File: src/rtl/led_act_drv.sv
// Run-time panel LED driver: steady link/enable LEDs with a fault-blink override,
// plus stretched, rate-limited activity LEDs for the receive and transmit directions.
module led_act_drv #(
  parameter int unsigned ON_CLKS         = 1200000,
  parameter int unsigned OFF_CLKS        = 1200000,
  parameter int unsigned FAULT_HALF_CLKS = 10000000
) (
  input  logic       i_clk,
  input  logic       i_res_n,
  input  logic       i_boot_done,
  input  logic       i_rx_sig_det,
  input  logic       i_rx_act,
  input  logic       i_tx_en,
  input  logic       i_tx_act,
  input  logic       i_fault,
  output logic [1:0] o_rx_led,
  output logic [1:0] o_tx_led
);

  localparam logic [23:0] ON_LAST   = 24'(ON_CLKS - 1);
  localparam logic [23:0] OFF_LAST  = 24'(OFF_CLKS - 1);
  localparam logic [23:0] HALF_LAST = 24'(FAULT_HALF_CLKS - 1);

  typedef enum logic [1:0] {
    ST_IDLE = 2'd0,
    ST_ON   = 2'd1,
    ST_OFF  = 2'd2
  } act_state_e;

  logic        sig_meta_q;
  logic        sig_sync_q;
  logic        rx_link_q;
  logic        tx_link_q;
  logic        fault_act_q;
  logic        fault_phase_q;
  logic [23:0] fault_cnt_q;
  logic        fault_phase_d;
  logic [23:0] fault_cnt_d;
  logic        fault_cur_phase;
  logic        fault_wrap;
  logic [1:0]  act_in;
  logic [1:0]  act_led;

  // Signal detect is an asynchronous pin; the synchronizer runs even while boot is pending.
  always_ff @(posedge i_clk or negedge i_res_n) begin
    if (!i_res_n) begin
      sig_meta_q <= 1'b0;
      sig_sync_q <= 1'b0;
    end else begin
      sig_meta_q <= i_rx_sig_det;
      sig_sync_q <= sig_meta_q;
    end
  end

  // On the first fault cycle the blink starts from phase 1 with a fresh count.
  always_comb begin
    fault_cur_phase = fault_act_q ? fault_phase_q : 1'b1;
    fault_cnt_d     = fault_act_q ? fault_cnt_q : 24'd0;
    fault_wrap      = (fault_cnt_d == HALF_LAST);
    fault_phase_d   = fault_wrap ? ~fault_cur_phase : fault_cur_phase;
    if (fault_wrap) begin
      fault_cnt_d = 24'd0;
    end else begin
      fault_cnt_d = fault_cnt_d + 24'd1;
    end
  end

  always_ff @(posedge i_clk or negedge i_res_n) begin
    if (!i_res_n) begin
      fault_act_q   <= 1'b0;
      fault_phase_q <= 1'b0;
      fault_cnt_q   <= 24'd0;
    end else if (!i_boot_done || !i_fault) begin
      fault_act_q   <= 1'b0;
      fault_phase_q <= 1'b0;
      fault_cnt_q   <= 24'd0;
    end else begin
      fault_act_q   <= 1'b1;
      fault_phase_q <= fault_phase_d;
      fault_cnt_q   <= fault_cnt_d;
    end
  end

  // Fault blink overrides both link/enable LEDs, taking priority over any link change.
  always_ff @(posedge i_clk or negedge i_res_n) begin
    if (!i_res_n) begin
      rx_link_q <= 1'b0;
      tx_link_q <= 1'b0;
    end else if (!i_boot_done) begin
      rx_link_q <= 1'b0;
      tx_link_q <= 1'b0;
    end else begin
      rx_link_q <= i_fault ? fault_cur_phase : sig_sync_q;
      tx_link_q <= i_fault ? fault_cur_phase : i_tx_en;
    end
  end

  assign act_in = {i_tx_act, i_rx_act};

  for (genvar gi = 0; gi < 2; gi++) begin : g_act
    act_state_e  state_q;
    logic [23:0] cnt_q;
    logic        pend_q;
    logic        led_q;

    // The LED register is loaded with (next state == ON), so it tracks the state without lag.
    always_ff @(posedge i_clk or negedge i_res_n) begin
      if (!i_res_n) begin
        state_q <= ST_IDLE;
        cnt_q   <= 24'd0;
        pend_q  <= 1'b0;
        led_q   <= 1'b0;
      end else if (!i_boot_done) begin
        state_q <= ST_IDLE;
        cnt_q   <= 24'd0;
        pend_q  <= 1'b0;
        led_q   <= 1'b0;
      end else begin
        unique case (state_q)
          ST_IDLE: begin
            if (act_in[gi]) begin
              state_q <= ST_ON;
              cnt_q   <= 24'd0;
              led_q   <= 1'b1;
            end else begin
              led_q   <= 1'b0;
            end
          end
          ST_ON: begin
            if (cnt_q == ON_LAST) begin
              state_q <= ST_OFF;
              cnt_q   <= 24'd0;
              pend_q  <= 1'b0;
              led_q   <= 1'b0;
            end else begin
              cnt_q   <= cnt_q + 24'd1;
              led_q   <= 1'b1;
            end
          end
          ST_OFF: begin
            if (cnt_q == OFF_LAST) begin
              cnt_q  <= 24'd0;
              pend_q <= 1'b0;
              if (pend_q || act_in[gi]) begin
                state_q <= ST_ON;
                led_q   <= 1'b1;
              end else begin
                state_q <= ST_IDLE;
                led_q   <= 1'b0;
              end
            end else begin
              cnt_q <= cnt_q + 24'd1;
              led_q <= 1'b0;
              if (act_in[gi]) begin
                pend_q <= 1'b1;
              end
            end
          end
          default: begin
            state_q <= ST_IDLE;
            cnt_q   <= 24'd0;
            pend_q  <= 1'b0;
            led_q   <= 1'b0;
          end
        endcase
      end
    end

    assign act_led[gi] = led_q;
  end

  assign o_rx_led = {act_led[0], rx_link_q};
  assign o_tx_led = {act_led[1], tx_link_q};

endmodule
File: config.mk
export PLATFORM = sky130hd
export DESIGN_NAME = led_act_drv
export DESIGN_NICKNAME = d
export VERILOG_FILES = /design/src/rtl/led_act_drv.sv
export SDC_FILE = /design/constraint.sdc
export NUM_CORES = 1
export LEC_CHECK = 0
export BUFFER_PORTS_ARGS = -buffer_cell sky130_fd_sc_hd__buf_2
export CAP_MARGIN = 0
export CORE_MARGIN = 2
export CORE_UTILIZATION = 50
export DETAILED_ROUTE_END_ITERATION = 8
export GPL_TIMING_DRIVEN = 0
export PLACE_DENSITY_LB_ADDON = 0.2
export REMOVE_ABC_BUFFERS = 1
export SYNTH_ARGS = -nofsm -noshare
export SYNTH_HDL_FRONTEND = slang
export SYNTH_SLANG_ARGS = --single-unit
File: constraint.sdc
create_clock -name i_clk -period 2.25 [get_ports i_clk]
set_input_delay 0.3375 -clock i_clk [delete_from_list [all_inputs] [get_ports i_clk]]
set_output_delay 0.3375 -clock i_clk [all_outputs]
set_load 0.005 [all_outputs]
; Word-level counts from Yosys, hierarchy flattened
; Cells that the tools add are included.
[totals]
inputBits = 8
out_inout_bits = 4
regBits = 86
[op_classes]
bitwise_logic = 1
n_reduce_logical = 13
n_addsub = 3
n_mux = 53
eq_ne = 17
[op_table]
columns = op, n
row1 = $mux W24, 9
row2 = $pmux W24 S2, 2
row3 = $add A24 B1 Y24 const B, 3
row4 = $eq A24 B21 Y1 const B, 2
row5 = $mux W1, 28
row6 = $eq A24 B24 Y1 const B, 1
row7 = $ne A3 B3 Y1 const B, 6
row8 = $mux W2, 8
row9 = $pmux W1 S3, 4
row10 = $pmux W2 S3, 2
row11 = $reduce_and A3 Y1, 4
row12 = $ne A4 B4 Y1 const B, 2
row13 = $eq A2 B1 Y1 const B, 2
row14 = $eq A2 B2 Y1 const B, 2
row15 = $logic_not A2 Y1, 2
row16 = $ne A2 B2 Y1 const B, 2
row17 = $reduce_or A2 Y1, 2
row18 = $logic_or A1 B1 Y1, 3
row19 = $logic_not A1 Y1, 2
row20 = $not A1 Y1, 1

; Depth between registers and ports, before layout
[depth]
depth_word = 5
ltp_mapped = 10
depth_no_buf = 7

; Worst setup path after synthesis
; No wires, ideal clock.
[synth_timing]
kind = reg-to-reg
start = register fault_act_q
end = register fault_cnt_q[14]
stages_incl_launch_ff = 10
path_slack_ns = 0.061
n_path_buf = 2
arrival_time_ns = 2.062
cell_sequence = dfrtp_1 -> buf_2 -> clkbuf_1 -> and2_1 -> ha_1 -> nand3_1 -> or2_2 -> nor4_1 -> xor2_1 -> nor2_1
[synth_via]
elab_chain_cells = 4
word_cells_on_any_way = 5
classes_between = add/sub (1) / eq/ne (1) / mux (3)
[synth_rtl]
columns = item, line
row1 = start: declaration, 34  ; logic fault_act_q;
row2 = start signal: assignment, 70  ; fault_act_q <= 1'b0;
row3 = start signal: assignment, 74  ; fault_act_q <= 1'b0;
row4 = start signal: assignment, 78  ; fault_act_q <= 1'b1;
row5 = $mux W24 (*), 58  ; fault_cnt_d = fault_act_q ? fault_cnt_q : 24'd0;
row6 = $add A24 B1 Y24 or $eq A24 B24 Y1 (tied branches), "64, 59"
row7 = $mux W24 (*), 61  ; if (fault_wrap) begin
row8 = $mux W24 (*), 73  ; end else if (!i_boot_done || !i_fault) begin
row9 = end signal: assignment, 80  ; fault_cnt_q <= fault_cnt_d;
row10 = end: declaration, 36  ; logic [23:0] fault_cnt_q;
; Mark *: on every way between the ends. The rest lies on a longest branch, timed or not.
; A chain may end at the register's enable or synchronous reset.

; Final worst setup path
[layout_timing]
start = register g_act[1].cnt_q[18]
end = register g_act[1].state_q[1]
[layout_via]
elab_chain_cells = 3
word_cells_on_any_way = 4
classes_between = eq/ne (3) / reduce/logical (1)
[layout_rtl]
columns = item, line
row1 = start: declaration, 102  ; logic [23:0] cnt_q;
row2 = start signal: assignment, 136  ; cnt_q <= cnt_q + 24'd1;
row3 = start signal: assignment, 152  ; cnt_q <= cnt_q + 24'd1;
row4 = $eq A24 B21 Y1 (*), "130, 141"
row5 = $ne A3 B3 Y1 (no line), n/a
row6 = $reduce_and A3 Y1 (no line) (*), n/a
row7 = end signal: assignment, 131  ; state_q <= ST_OFF;
row8 = end signal: assignment, 145  ; state_q <= ST_ON;
row9 = end signal: assignment, 148  ; state_q <= ST_IDLE;
row10 = end: declaration, 101  ; act_state_e state_q;
; Marked as above.

==> flow_summary.toml <==
[critical_path]
cp.arrival_ps = 2330
end_kind = "register"
crit_start = "g_act[1].cnt_q[18]$_DFFE_PN0P_"
cp.required_ps = 2490
worstReg2RegStart = "g_act[1].cnt_q[18]$_DFFE_PN0P_"
critPathLaunchType = "register"
crit_fanout = 5
critPathKind = "register to register"

[route]
vias = 3986
ant_nets = 0
routed-wl-met3_um = 313
top_layer = "met4"
detail_route.iter0.violations = 201
wl_met1_mm = 5.01
firstDrtPassIters = 4
drt-wirelength-per-cell_um = 14.9
drcViolationCount = 0
routed_wl_mm = 10.3
viasPerCell = 5.76
route.met2.wl_mm = 4.76

[clock_network]
cts_tree = "yes"
insertion_delay_ps = 360
cts_buffers = 9
cts_max_level = 3
cts_num_sinks = 86
cts_root_buffer = "clkbuf_8"
clk_pin_slew_worst_paths_ps = 90
cts_buffer_depth = 2

[floorplan]
die_h_um = 103
num_io_pins = 12
dieArea_um2 = 10600
core_region_area_um2 = 9590
initial_core_util = 0.508
fp-row-count = 36
die_x_um = 103

[power_and_ir_drop]
p_per_area_nw_per_um2 = 638
vdd_drop_max_v = 0.000458
p_leak_nw = 2.22

[place]
dpl.hpwl_mm = 6.71
placedCellCount = 662
globalplace.congestion = 0.830
port-buffer-count = 11

[grt]
antenna_found_initial = 0
gr-total-overflow = 0
grt_pass1_wl_mm = 17.3
track_usage = 0.204
grt_pass1_vias = 3724
grt_max_degree = 73

[sta]
hold_viol = 0
fmax_ghz = 0.477
min_period_ps = 2100
setup_violations = 0
tightest_slew_ps = 711
slew_headroom = 0.522
fin_skew_ps = 12.1
fin_hold_ws_ps = 88.1
drv_slew = 0
finalCritPeriodShare = 0.933

[logic_synthesis]
ys_top_cells_by_area = "dfrtp_1 44%, nand2_1 4.9%, nor2_1 4.8%, xor2_1 4.3%, nand3_1 4.1%"
synth_edf_count = 0
yosysSeqAreaShare = 0.442
synthFlopType = "dfrtp_1"
ys_ff_latch = 86
yosys.area.top_type = "dfrtp_1"
ys_async_sr_fraction = 1.00
synth_warnings = 0
syn_avg_cell_area_um2 = 9.01
synth_area_um2 = 4870
netlist.area_leader.share = 0.442
yosysUniqueCellTypes = 57
syn_inst = 541

[cells_and_area]
utilization = 0.563
fill_cells = 867
area_delta_synth_final_pct = 10.8
final_cells = 692
layout.nets = 574
insertedDiodeCount = 0
drive_above_1_share = 0.123

[run]
maxCapViolCount = 0

[min_path]
hold_path_class = "primary input to register"
hold_start = "i_rx_sig_det"

[run_status]
status = "finished clean"
-- cell type report --
| type | instances | area, µm² | area share |
|---|---|---|---|
| clock buffers | 11 | 141 | 0.0262 |
| clock inverters | 5 | 81.3 | 0.0151 |
| inverters | 14 | 52.6 | 0.00973 |
| multi-input cells | 417 | 2590 | 0.479 |
| flip-flops and latches | 86 | 2160 | 0.399 |
| well taps | 133 | 166 | 0.0308 |
| repair buffers | 26 | 218 | 0.0403 |
-- where the power goes --
| part | total (W) | leakage [nW] | switching [W] | internal (W) |
|---|---|---|---|---|
| logic | 0.000581 | 0.931 | 0.000360 | 0.000221 |
| clock network | 0.00123 | 0.110 | 0.000569 | 0.000659 |
| registers | 0.00164 | 1.18 | 0.0000391 | 0.00160 |
| total | 0.00345 | 2.22 | 0.000968 | 0.00248 |
-- layout by cell type, fill, tap and decap left out, types with 3 or more instances in the layout --
cell | Yosys | routed
dfrtp_1 | 86 | 85
nand2_1 | 64 | 63
nor2_1 | 62 | 61
nand3_1 | 40 | 39
nand4_1 | 27 | 27
xor2_1 | 24 | 24
o21ai_0 | 23 | 23
a31oi_1 | 22 | 22
nor3_1 | 21 | 19
xnor2_1 | 15 | 15
inv_1 | 14 | 14
a21oi_1 | 14 | 13
and3_1 | 12 | 12
ha_1 | 12 | 12
buf_4 | 6 | 12
clkbuf_8 | 1 | 10
buf_2 | 4 | 10
and2_1 | 6 | 6
nor4_1 | 7 | 6
nand2b_1 | 6 | 6
or2_2 | 5 | 5
and4_1 | 4 | 4
mux2i_1 | 4 | 4
o31ai_1 | 4 | 4
a41oi_1 | 4 | 4
nor4_4 | 2 | 3
-- worst max-delay path, cell delays in order, from the launching register on --
cell and delay, ps:
dfrtp_1 430, or4_4 570, nor4_4 270, buf_4 180
nand4_1 230, nand4_1 180, o211ai_1 110
-- per-stage QoR --
step / TNS (ps) / cell area, µm² / setup slack, ps / power, W
floorplan: -121 / 4720 / -121 / 0.00200
global placement: -15660 / 4940 / -637 / 0.00215
detailed placement: -18080 / 4970 / -680 / 0.00217
CTS: -85.1 / 5270 / -85.1 / 0.00346
global route: -17.6 / 5400 / -17.6 / 0.00362
finish: 0 / 5400 / 152 / 0.00345
-- logic make-up (layout without fill, tap and decap cells) --
logic type      Yosys count  count (layout)  share of synthesized area
flops                    86              86                      0.442
buf+inv                  38              56                     0.0416
simple gates            283             283                      0.307
fa+ha+maj                12              12                     0.0308
mux                       4               4                    0.00822
xor+xnor                 39              39                     0.0701
compound gates           79              79                      0.101
-- sequential cells by signal, indices dropped and copies added, names as in the netlist --
register       cells
fault_phase_q      1
g_act.state_q      4
fault_act_q        1
tx_link_q          1
sig_meta_q         1
fault_cnt_q       24
sig_sync_q         1
g_act.led_q        2
rx_link_q          1
g_act.cnt_q       48
g_act.pend_q       2
-- synth_stat cells, drive strengths merged, types with 4 or more instances --
master and number:
xor2 24, a21oi 15, and3 13, buf 14
nand2 65, ha 12, or4 4, nand3 40
mux2i 4, dfrtp 86, o21ai 23, nand2b 6
nor4 11, inv 14, nor3 21, o31ai 4
or2 6, clkbuf 10, nor2 63, xnor2 15
nand4 28, and2 6, a31oi 22, a41oi 4
and4 4
-- routing by layer --
metal  vias to the layer above  track usage
li1                       1953            -
met2                        66        0.324
met4                         0       0.0749
met3                        18       0.0271
met1                      1949        0.287
met5                         -            0
-- what timing repair did --
item	4_1_cts	5_1_grt
gates resized for setup	8	8
endpoints found under the hold margin	14	0
setup buffers	2	11
setup endpoints to repair	53	62
hold buffers	1	0
pin swaps	1	5
-- final timing paths --
kind                            cells past startpoint                               to  slack, ps
min in group asynchronous                           2        fault_cnt_q[10]$_DFF_PN0_        390
worst max-delay path                                6  g_act[1].state_q[1]$_DFFE_PN0P_        150
max in group asynchronous                           3            fault_act_q$_DFF_PN0_       1250
worst max register to register                      6  g_act[1].state_q[1]$_DFFE_PN0P_        150
worst min register to register                      0             sig_sync_q$_DFF_PN0_        420
worst min-delay path                                1             sig_meta_q$_DFF_PN0_         90
No activity file was read; power rests on OpenSTA's default activity.
